===== config.mk =====
export PLATFORM = sky130hd
export DESIGN_NAME = pc_sequencer
export DESIGN_NICKNAME = d
export VERILOG_FILES = /design/src/rtl/pc_sequencer_pkg.sv /design/src/rtl/pc_sequencer.sv
export SDC_FILE = /design/constraint.sdc
export NUM_CORES = 1
export LEC_CHECK = 0
export ABC_AREA = 1
export CAP_MARGIN = 20
export CORE_UTILIZATION = 55
export CTS_BUF_LIST = sky130_fd_sc_hd__clkbuf_8
export CTS_CLUSTER_DIAMETER = 30
export CTS_CLUSTER_SIZE = 40
export DETAILED_ROUTE_END_ITERATION = 6
export MAX_ROUTING_LAYER = met4
export PLACE_DENSITY = 0.88
export RECOVER_POWER = 50
export SKIP_LAST_GASP = 1
export SLEW_MARGIN = 20
export SYNTH_ARGS = -nofsm -noshare
export SYNTH_HDL_FRONTEND = slang
export SYNTH_SLANG_ARGS = --single-unit

===== constraint.sdc =====
create_clock -name clk -period 5.4 [get_ports clk]
set_clock_uncertainty 0.2 [all_clocks]
set_input_delay 0.54 -clock clk [delete_from_list [all_inputs] [get_ports clk]]
set_output_delay 0.54 -clock clk [all_outputs]
set_load 0.05 [all_outputs]

===== src/rtl/pc_sequencer_pkg.sv =====
// pc_sequencer_pkg: encodings shared by the branch-target builder and the pc sequencer
package pc_sequencer_pkg;
  typedef enum logic [1:0] {
    FB_NONE   = 2'b00,
    FB_JAL    = 2'b01,
    FB_JALR   = 2'b10,
    FB_BRANCH = 2'b11
  } flag_branch_e;
  typedef enum logic [2:0] {
    IT_R = 3'd0,
    IT_I = 3'd1,
    IT_S = 3'd2,
    IT_B = 3'd3,
    IT_U = 3'd4,
    IT_J = 3'd5
  } instr_type_e;
  typedef enum logic [1:0] {
    ST_BOOT  = 2'd0,
    ST_RUN   = 2'd1,
    ST_FLUSH = 2'd2,
    ST_TRAP  = 2'd3
  } seq_state_e;
  localparam int CNT_W = 3;
endpackage


===== src/rtl/pc_sequencer.sv =====
// pc_sequencer: owns the fetch pc, resolves taken redirects, flushes younger stages, traps on misaligned targets
module pc_sequencer
  import pc_sequencer_pkg::*;
#(
  parameter logic [31:0] RESET_VECTOR = 32'h0000_0000,
  parameter int          FLUSH_CYCLES = 2
) (
  input  logic        clk,
  input  logic        rst_n,
  input  logic [31:0] pc_target,
  input  logic [1:0]  flag_branch,
  input  logic        branch_cond,
  input  logic        redirect_valid,
  input  logic        stall,
  input  logic        fetch_ready,
  output logic [31:0] pc,
  output logic        fetch_valid,
  output logic        flush,
  output logic        misaligned,
  output logic [31:0] bad_addr
);
  seq_state_e       state;
  logic [CNT_W-1:0] cnt;
  logic             taken;
  logic             adv;
  logic [31:0]      eff;
  always_comb begin
    taken = redirect_valid && (flag_branch == FB_JAL || flag_branch == FB_JALR ||
                               (flag_branch == FB_BRANCH && branch_cond));
    eff   = flag_branch == FB_JALR ? {pc_target[31:1], 1'b0} : pc_target;
    adv   = fetch_valid && fetch_ready && !stall;
  end
  always_ff @(posedge clk or negedge rst_n) begin
    if (!rst_n) begin
      state       <= ST_BOOT;
      pc          <= RESET_VECTOR;
      cnt         <= '0;
      fetch_valid <= 1'b0;
      flush       <= 1'b0;
      misaligned  <= 1'b0;
      bad_addr    <= '0;
    end else begin
      case (state)
        ST_BOOT: begin
          state       <= ST_RUN;
          fetch_valid <= 1'b1;
        end
        ST_RUN: begin
          if (taken && eff[1:0] == 2'b00) begin
            pc    <= eff;
            cnt   <= CNT_W'(FLUSH_CYCLES);
            flush <= 1'b1;
            state <= ST_FLUSH;
          end else if (taken) begin
            // any non-word-aligned target traps; pc keeps the last good address
            state       <= ST_TRAP;
            misaligned  <= 1'b1;
            bad_addr    <= eff;
            fetch_valid <= 1'b0;
            flush       <= 1'b1;
          end else if (adv) begin
            pc <= pc + 32'd4;
          end
        end
        ST_FLUSH: begin
          if (adv) pc <= pc + 32'd4;
          cnt <= cnt - 1'b1;
          if (cnt == CNT_W'(1)) begin
            state <= ST_RUN;
            flush <= 1'b0;
          end
        end
        default: ;
      endcase
    end
  end
endmodule


==> results.md <==
* Initial antenna violation count at 0
* Share of synthesized cell area in full adder, half adder and majority cells at 2.64%
* Remaining antenna violation count after routing at 0
* Total number of placement rows at 31
* Main synth FF type: dfrtp_1
* Worst setup path class: primary input to register
* Placeable core area at 7370 um2
* Sort of element at the end of the critical path: register
* Hold Buf Count CTS at 0
* Post-synth cell types at 34
* Syn Inst Count at 615
* Post-synth top area share at 42.3%
* Number of max-cap violations at 0
* Syn_nets at 664
* Growth of design area from synthesis to finish at 30.6%
* Total number of vias at 4318
* IO buf count at 106
* Pleak at 2.71 nW
* Number of failing setup endpoints in the final timing report at 0
* Global-route total usage across every layer at 29.7%
* Clock Pin Slew Worst Setup and Hold Paths at 0.08 ns
* Routability congestion estimate from global placement at 0.889
* H-tree depth at 3
* Overall die width at 90 um
* Library cell used as clock root buffer: clkbuf_8
* Top post-synthesis cells by area: dfrtp_1 42%, nand2_1 22%, nor2_1 6.0%
* Fin nets at 764
* Kind of start point of the critical path: primary input
* Buffer levels on the longest clock path at 2
* FFs w/ async S/R, synth at 100%
* Post-CTS Resized at 0
* Origin of the critical flop-to-flop path: state[0]
* Final period util at 57.4%
* Peak ir drop on the vdd network at 0.380 mV
* Synth warnings at 0
* Filler cells at 562
* Post-Synthesis Cell Area at 4260 um2
* Slew Limit Fails at 0
* Post-synthesis share of cell area spent on xor and xnor gates at 0.411%
* Library cell with the largest summed area after synthesis: dfrtp_1
* Dpl cells at 803
* Count of pins on the block boundary at 107
* Clk sink count at 72
* Drt wl/cell at 13.6 um
* Total wire length at 11.2 mm
* Result of the run: completed
* Upper clock frequency limit at 323 MHz
* Flop2flop setup slack at 2.70 ns
* Commonest cells post-synth: 248 x nand2_1, 72 x dfrtp_1, 68 x nor2_1
* Share of synthesized area spent on multiplexers at 0%
* Seq/Total Area, Yosys at 42.3%
* First-pass GRT wire length at 18.9 mm
* Combinational family with the most area after synthesis: simple AND/OR/NAND/NOR gates
* Area of all placed cells without fillers at 5560 um2
* Final TNS setup at 0 ns
* TritonCTS clock tree: built
* Worst-skew pair later-pin latency at 0.35 ns
* Yosys reg bits at 72
* Setup Fix Bufs, Post-CTS at 0
* Per-cell via count in the routed design at 5.28
* Die Height at 90 um
* R2R depth at 8
* Maximum number of pins on one net before global-route repair at 73
* CP max FO at 53
* First-pass iteration count of the detailed router at 5
* Effective utilization at floorplan at 57.8%
* Reg-to-reg critical path endpoint: pc[27]
* Avg Cell Area, Syn at 6.93 um2
* CP Data Arrival Time at 3.13 ns
* Initial detailed-routing violation count at 282
* Shortest period the worst path allows at 3.10 ns
* Die area at 8100 um2
* Setup repair after global routing missed its margin: false
* Area of placed instances at 5330 um2
* Post-synthesis compound-gate area fraction at 7.23%
* Slew headroom at 31.4%
* Non-filler cells, final at 818
* Via count of the first global-routing pass at 4043
* Half-perimeter wire length after detailed placement at 8.04 mm
* Data required time at the worst endpoint at 5.43 ns
* Overflow after GRT at 0
* Dominant cell by count in the synthesized netlist: nand2_1
* Count of antenna diodes in the layout at 0
* Number of buffers created by CTS at 9
* Pwr dens at 648 nW/um2
* Tightest Hold Check Type: primary input to async pin
* Share of cells above drive strength 1 at 5.98%
* Hold Violations, Final at 0
* Transition at the pin with the smallest max-transition slack at 1.02 ns
* Synthesized-area fraction occupied by and/or/nand/nor cells at 39.3%
* Post-route DRC at 0
* Number of enable flip-flop cells after synthesis at 0
report_power, final:
part / switching, mW / total (mW) / internal (mW)
logic: 1.43 / 2.07 / 0.634
registers: 0.241 / 1.03 / 0.789
clock network: 0.205 / 0.508 / 0.303
total: 1.88 / 3.61 / 1.73
cells in the final DEF (no fill, tap or decap), drive strengths merged:
cell,n
a21oi,17
a22o,1
a31oi,1
and2,1
and3,1
buf,2
bufinv,3
clkbuf,9
clkdlybuf4s50,80
clkinv,1
clkinvlp,1
dfrtp,72
dlygate4sd3,25
ha,9
inv,62
nand2,254
nand3,46
nand3b,5
nand4,3
nor2,83
nor3,1
o211ai,2
o21ai,34
or2,4
xnor2,1
xor2,1
final cells by class:
| type | count | area, um2 | area share, % |
|---|---|---|---|
| clock buffers | 9 | 124 | 2.23 |
| clock inverters | 6 | 110 | 1.98 |
| inverters | 61 | 231 | 4.16 |
| multi-input cells | 464 | 2110 | 37.9 |
| flip-flops and latches | 72 | 1800 | 32.4 |
| well taps | 99 | 124 | 2.23 |
| repair buffers | 107 | 1060 | 19.1 |
kinds of logic (layout without fill, tap and decap cells):
logic type	Yosys count	after routing
DFF	72	72
xor gates and xnor gates	2	2
buffers and inverters	79	183
and+or+nand+nor	398	398
AOI/OAI and AO/OA	55	55
adders and majority gates	9	9
flip-flops by register name (all words and copies together), names as in the netlist:
name	flops
bad_addr	32
pc	32
cnt	3
state	2
fetch_valid	1
flush	1
misaligned	1
how the worst max path moves through the flow:
stage               slack (ns)  endpoint           start
floorplan                 3.38    pc[22]           pc[3]
global placement          2.21    pc[10]  flag_branch[0]
detailed placement        2.10    pc[18]  flag_branch[0]
CTS                       2.41    pc[12]  flag_branch[0]
global route              2.03     pc[5]  flag_branch[0]
finish                    2.30     pc[5]  flag_branch[0]
metal layers:
layer	global-route usage, %	wire [um]
met2	48.5	5230
met5	-	0
met3	3.89	623
met1	38.2	5030
met4	10.1	279
critical path, cell delays in order:
cell and delay (ns):
dlygate4sd3_1 0.55, inv_1 0.05, ha_1 0.28, nand2_1 0.09, nand2_1 0.16, nor2_1 0.17
nand2_2 0.54, inv_2 0.44, nand2_1 0.09, a21oi_1 0.17, nor2_1 0.06
metrics by stage:
stage / setup slack [ns] / hold slack (ns) / util (%) / power [mW]
after floorplan: 3.38 / 0.0444 / - / 2.47
final: 2.30 / 0.185 / 75.5 / 3.61
after global placement: 2.21 / 0.253 / 72.4 / 3.07
after detailed placement: 2.10 / 0.258 / 72.4 / 3.13
after global routing: 2.03 / 0.279 / 75.5 / 3.81
after CTS: 2.41 / 0.240 / 75.6 / 3.65
No activity file was read; power rests on OpenSTA's default activity.
==> RTL edit 1: new RTL, config.mk and constraints unchanged <==
Add an input register stage for `pc_target`, without a reset; this delays it by one clock. The other inputs are not delayed to match.
--- a/src/rtl/pc_sequencer.sv
+++ b/src/rtl/pc_sequencer.sv
@@ -21,2 +21,9 @@
 );
+
+  logic [31:0] pc_target_q;
+
+  always_ff @(posedge clk) begin
+    pc_target_q <= pc_target;
+  end
+
   seq_state_e       state;
@@ -29,3 +36,3 @@
                                (flag_branch == FB_BRANCH && branch_cond));
-    eff   = flag_branch == FB_JALR ? {pc_target[31:1], 1'b0} : pc_target;
+    eff   = flag_branch == FB_JALR ? {pc_target_q[31:1], 1'b0} : pc_target_q;
     adv   = fetch_valid && fetch_ready && !stall;
Behaviour: not the same (Yosys sat finds a counterexample within 4 cycles, from zero or initial values and one cycle with rst_n low).
==> RTL edit 1 against the original RTL <==
  * Count of clock-buffer cells in the layout is the same
  * Setup slack lost 0.21 ns
  * Design area grew 7.6%
  * Routed wire length grew 2.2%
  * Power grew 8.7%
  * Synthesized cell count shrank 3.7%
  * Area after synthesis grew 10%
  * Sequential cell count grew 32
  * Via count shrank 1.1%
  * Critical path depth is the same
  * Critical endpoint is now pc[7]
==> RTL edit 1: results (changes against the original RTL) <==
Fillers - 632 (+12%)
Placed cell count - 785 (-2.2%)
Clk tree area frac - 3.26% (-0.95 points)
Nets@finish - 740 (-3.1%)
Overall Global Routing Usage - 28.6% (-1.1 points)
Via count - 4269 (-1.1%)
Cell variety after synth - 33 (-2.9%)
Top cells by count, synth - nand2_1, dfrtp_1, nor2_1
Cell type taking the most area - flip-flops and latches
Routed wl met3 - 754 um (+21%)
Iteration-0 DRC count of the detailed router - 268 (-5.0%)
Worst-path clk slew - 0.10 ns (+0.02 ns)
Register share of total power - 33.4% (+4.8 points)
Crit-path max FO - 36 (-32%)
Post-Syn Instances - 592 (-3.7%)
Comb_multi_in - 425 (-8.4%)
Seq/Total Area, Yosys - 51.9% (+9.6 points)
Complex-gate fraction of the synthesized area - 7.74% (+0.52 points)
Slew headroom - 30.3% (-1.2 points)
Later-pin clock latency in the skew report - 0.37 ns (+0.02 ns)
GPL Wtd Cong - 0.869 (-2.2%)
Fraction of area in registers - 40.8% (+8.4 points)
Run status - finished, final reports clean
Wire length on met2 - 5550 um (+6.0%)
Dpl cell area - 5790 um^2 (+8.6%)
# Taps - 105 (+6.1%)
R2r setup slk - 2.33 ns (-0.37 ns)
CTS sink count - 104 (+44%)
Multi-input combinational area share - 33.2% (-4.7 points)
Final Non-Filler Cells - 801 (-2.1%)
Beginning of the worst register-to-register path - state[1]
Detail Placement HPWL - 7820 um (-2.7%)
LEAKAGE - 0.00279 uW (+3.2%)
Hold_ws - 0.0906 ns (-0.0949 ns)
[RTL edit 1: changes by cell type in the layout (fill, tap and decap cells not counted), moves of 9 or more]
cell,change
nand3_1,-9
nand2_1,-41
dfxtp_1,+32
clkdlybuf4s50_1,-19
dlygate4sd3_1,+19
inv_1,-16
nand4_1,+13
[RTL edit 1: stage by stage]
| step | util (%) | worst slack (ns) |
|---|---|---|
| after floorplan | - | 3.27 |
| after global placement | 70.1 | 1.96 |
| after detailed placement | 70.1 | 1.80 |
| after CTS | 72.5 | 2.17 |
| after global routing | 72.5 | 1.85 |
| final | 72.5 | 2.09 |
[RTL edit 1: path summary, 6_finish.rpt]
kind	end	cells after the start
max	pc[7]	11
min	bad_addr[16]	1
max reg2reg	pc[7]	9
min reg2reg	bad_addr[8]	2
max in group asynchronous	cnt[2]	1
min in group clk	bad_addr[8]	2
[RTL edit 1: per-layer routing]
layer  track usage, %  vias to the layer above
li1                 -                     2084
met3             5.39                       29
met5                -                        -
met4             9.34                        0
met1             37.2                     1987
met2             45.3                      169
==> RTL edit 2: new RTL, same flow settings <==
Without the edit above. Set the package constant `CNT_W` to 5 (it was 3).
--- a/src/rtl/pc_sequencer_pkg.sv
+++ b/src/rtl/pc_sequencer_pkg.sv
@@ -22,3 +22,3 @@
   } seq_state_e;
-  localparam int CNT_W = 3;
+  localparam int CNT_W = 5;
 endpackage
Behaviour: same outputs for any inputs over 10 cycles, from zero or initial values and one cycle with rst_n low; that may be too few to reach the edited logic, so the function may still have changed.
==> RTL edit 2 against the original RTL <==
  * Critical path depth shrank 2
  * Critical endpoint is now pc[11]
  * Setup slack lost 0.80 ns
  * Routed wire length grew 4.9%
  * Die area shrank 0.29%
  * Sequential share of layout area grew 1.1 points
  * Synthesized cell count shrank 3.1%
  * Area after synthesis shrank 0.29%
  * Via count grew 0.39%
  * Sequential cell count grew 2
  * Power shrank 1.8%
  * Design area shrank 0.54%
==> RTL edit 2: results (changes against the original RTL) <==
Cell variety after synth - 35 (+2.9%)
CTS Buffer Depth - 2 (unchanged)
Dpl cell area - 5320 um^2 (-0.26%)
Seq/Total Area, Yosys - 43.6% (+1.3 points)
Via count - 4335 (+0.39%)
GPL Wtd Cong - 0.898 (+0.97%)
Async SR Flop Fraction - 100% (unchanged)
Post-Syn Instances - 596 (-3.1%)
Most used routing layer - met2
Crit-path max FO - 44 (-17%)
Largest net degree at the start of global routing - 75 (+2.7%)
GR Layer Usage met1 - 40.0% (+1.8 points)
CTS buffer count - 9 (unchanged)
Syn nets - 645 (-2.9%)
Nets@finish - 746 (-2.4%)
DR WL/cell - 14.6 um (+7.1%)
Iteration-0 DRC count of the detailed router - 312 (+11%)
Final Non-Filler Cells - 801 (-2.1%)
LEAKAGE - 0.00270 uW (-0.28%)
PostCTS Resize Cnt - 0 (unchanged)
GRT met2 Usage - 48.7% (+0.18 points)
Max stage delay on crit path - 1.08 ns (+0.53 ns)
Grt met3 use - 4.82% (+0.93 points)
First-pass GRT wire length - 19300 um (+2.0%)
Post-CTS Setup Bufs - 0 (unchanged)
Switching share of power - 52.8% (+0.66 points)
Drt pass-1 iters - 5 (unchanged)
Later-pin clock latency in the skew report - 0.35 ns (about the same)
Number of diodes - 0 (unchanged)
H-tree depth - 3 (unchanged)
Initial antenna violation count - 0 (unchanged)
Top cells by count, synth - nand2_1, dfrtp_1, nor2_1
Top post-synthesis cells by area - dfrtp_1, nand2_1, nor2_1, nand3_1, inv_1
Vias in the first global route - 4012 (-0.77%)
Ys flop type - dfrtp_1
VDD IR-drop max - 0.520 mV (+37%)
Worst Hold Class - input port to asynchronous set/reset pin
Share of layout cells above drive strength 1 - 5.13% (-0.85 points)
Worst-path clk slew - 0.08 ns (about the same)
Root buffer cell - clkbuf_8
Overall Global Routing Usage - 30.8% (+1.2 points)
Placed cell count - 784 (-2.4%)
Port bufs - 106 (unchanged)
Run status - finished, final reports clean
Yosys warns - 0 (unchanged)
Critical path arrival - 3.98 ns (+0.85 ns)
Worst path slowest cell - nand2_1
Largest regs - bad_addr (32), pc (32), cnt (5)
Detail Placement HPWL - 8440 um (+5.0%)
Slew headroom - 5.24% (-26 points)
-- RTL edit 2: area by class of cell --
type	instances	area, um^2
timing repair buffer	108	1090
multi-input combinational	447	2050
tap	99	124
inverter	57	216
clock inverter	6	58.8
fill	563	1840
clock buffer	10	138
sequential	74	1850
-- RTL edit 2: final timing paths --
check,startpoint,end,slack [ns],cells after the start
setup / recovery,flag_branch[0],pc[11],1.50,9
hold / removal,rst_n,bad_addr[22],0.12,1
setup reg to reg,state[1],pc[11],1.85,9
hold reg to reg,misaligned,misaligned,0.27,1
max in group asynchronous,rst_n,bad_addr[12],4.26,1
min in group clk,misaligned,misaligned,0.27,1
-- RTL edit 2: per-layer routing --
metal,part of all wire (%),up-vias
li1,-,2082
met1,42,2018
met2,48,211
met3,7.2,24
met4,2.6,0
met5,0,-
-- RTL edit 2: critical path: cells and delay by family --
family                   cells  cell delay, ns
AO/OA/AOI/OAI                3            0.56
adder cells (fa/ha/maj)      1            0.28
AND/OR/NAND/NOR              2            1.64
buffers and inverters        3            0.93
-- RTL edit 2: kinds of logic (layout without fill, tap and decap cells) --
group | count (synthesis) | count (layout) | synth area share, %
and+or+nand+nor | 367 | 367 | 36.0
buffers and inverters | 75 | 181 | 7.84
adders and majority gates | 9 | 9 | 2.65
AOI/OAI and AO/OA | 64 | 64 | 8.46
DFF | 74 | 74 | 43.6
xor gates and xnor gates | 7 | 7 | 1.44
-- RTL edit 2: stage by stage --
| step | power, uW | setup slack, ns | hold WS [ns] |
|---|---|---|---|
| global route | 3740 | 1.20 | 0.212 |
| floorplan | 2470 | 3.32 | 0.0444 |
| CTS | 3550 | 2.44 | 0.169 |
| detailed placement | 3100 | 2.07 | 0.256 |
| finish | 3540 | 1.50 | 0.121 |
| global placement | 3060 | 2.20 | 0.255 |
-- RTL edit 2: power by group through the flow --
stage / Sequential (uW) / Combinational [uW] / Clock [uW]
detailed placement: 1040 / 2060 / 0
global route: 1070 / 2210 / 460
floorplan: 1760 / 711 / 0
finish: 1040 / 2070 / 435
global placement: 1040 / 2020 / 0
CTS: 1040 / 2070 / 436
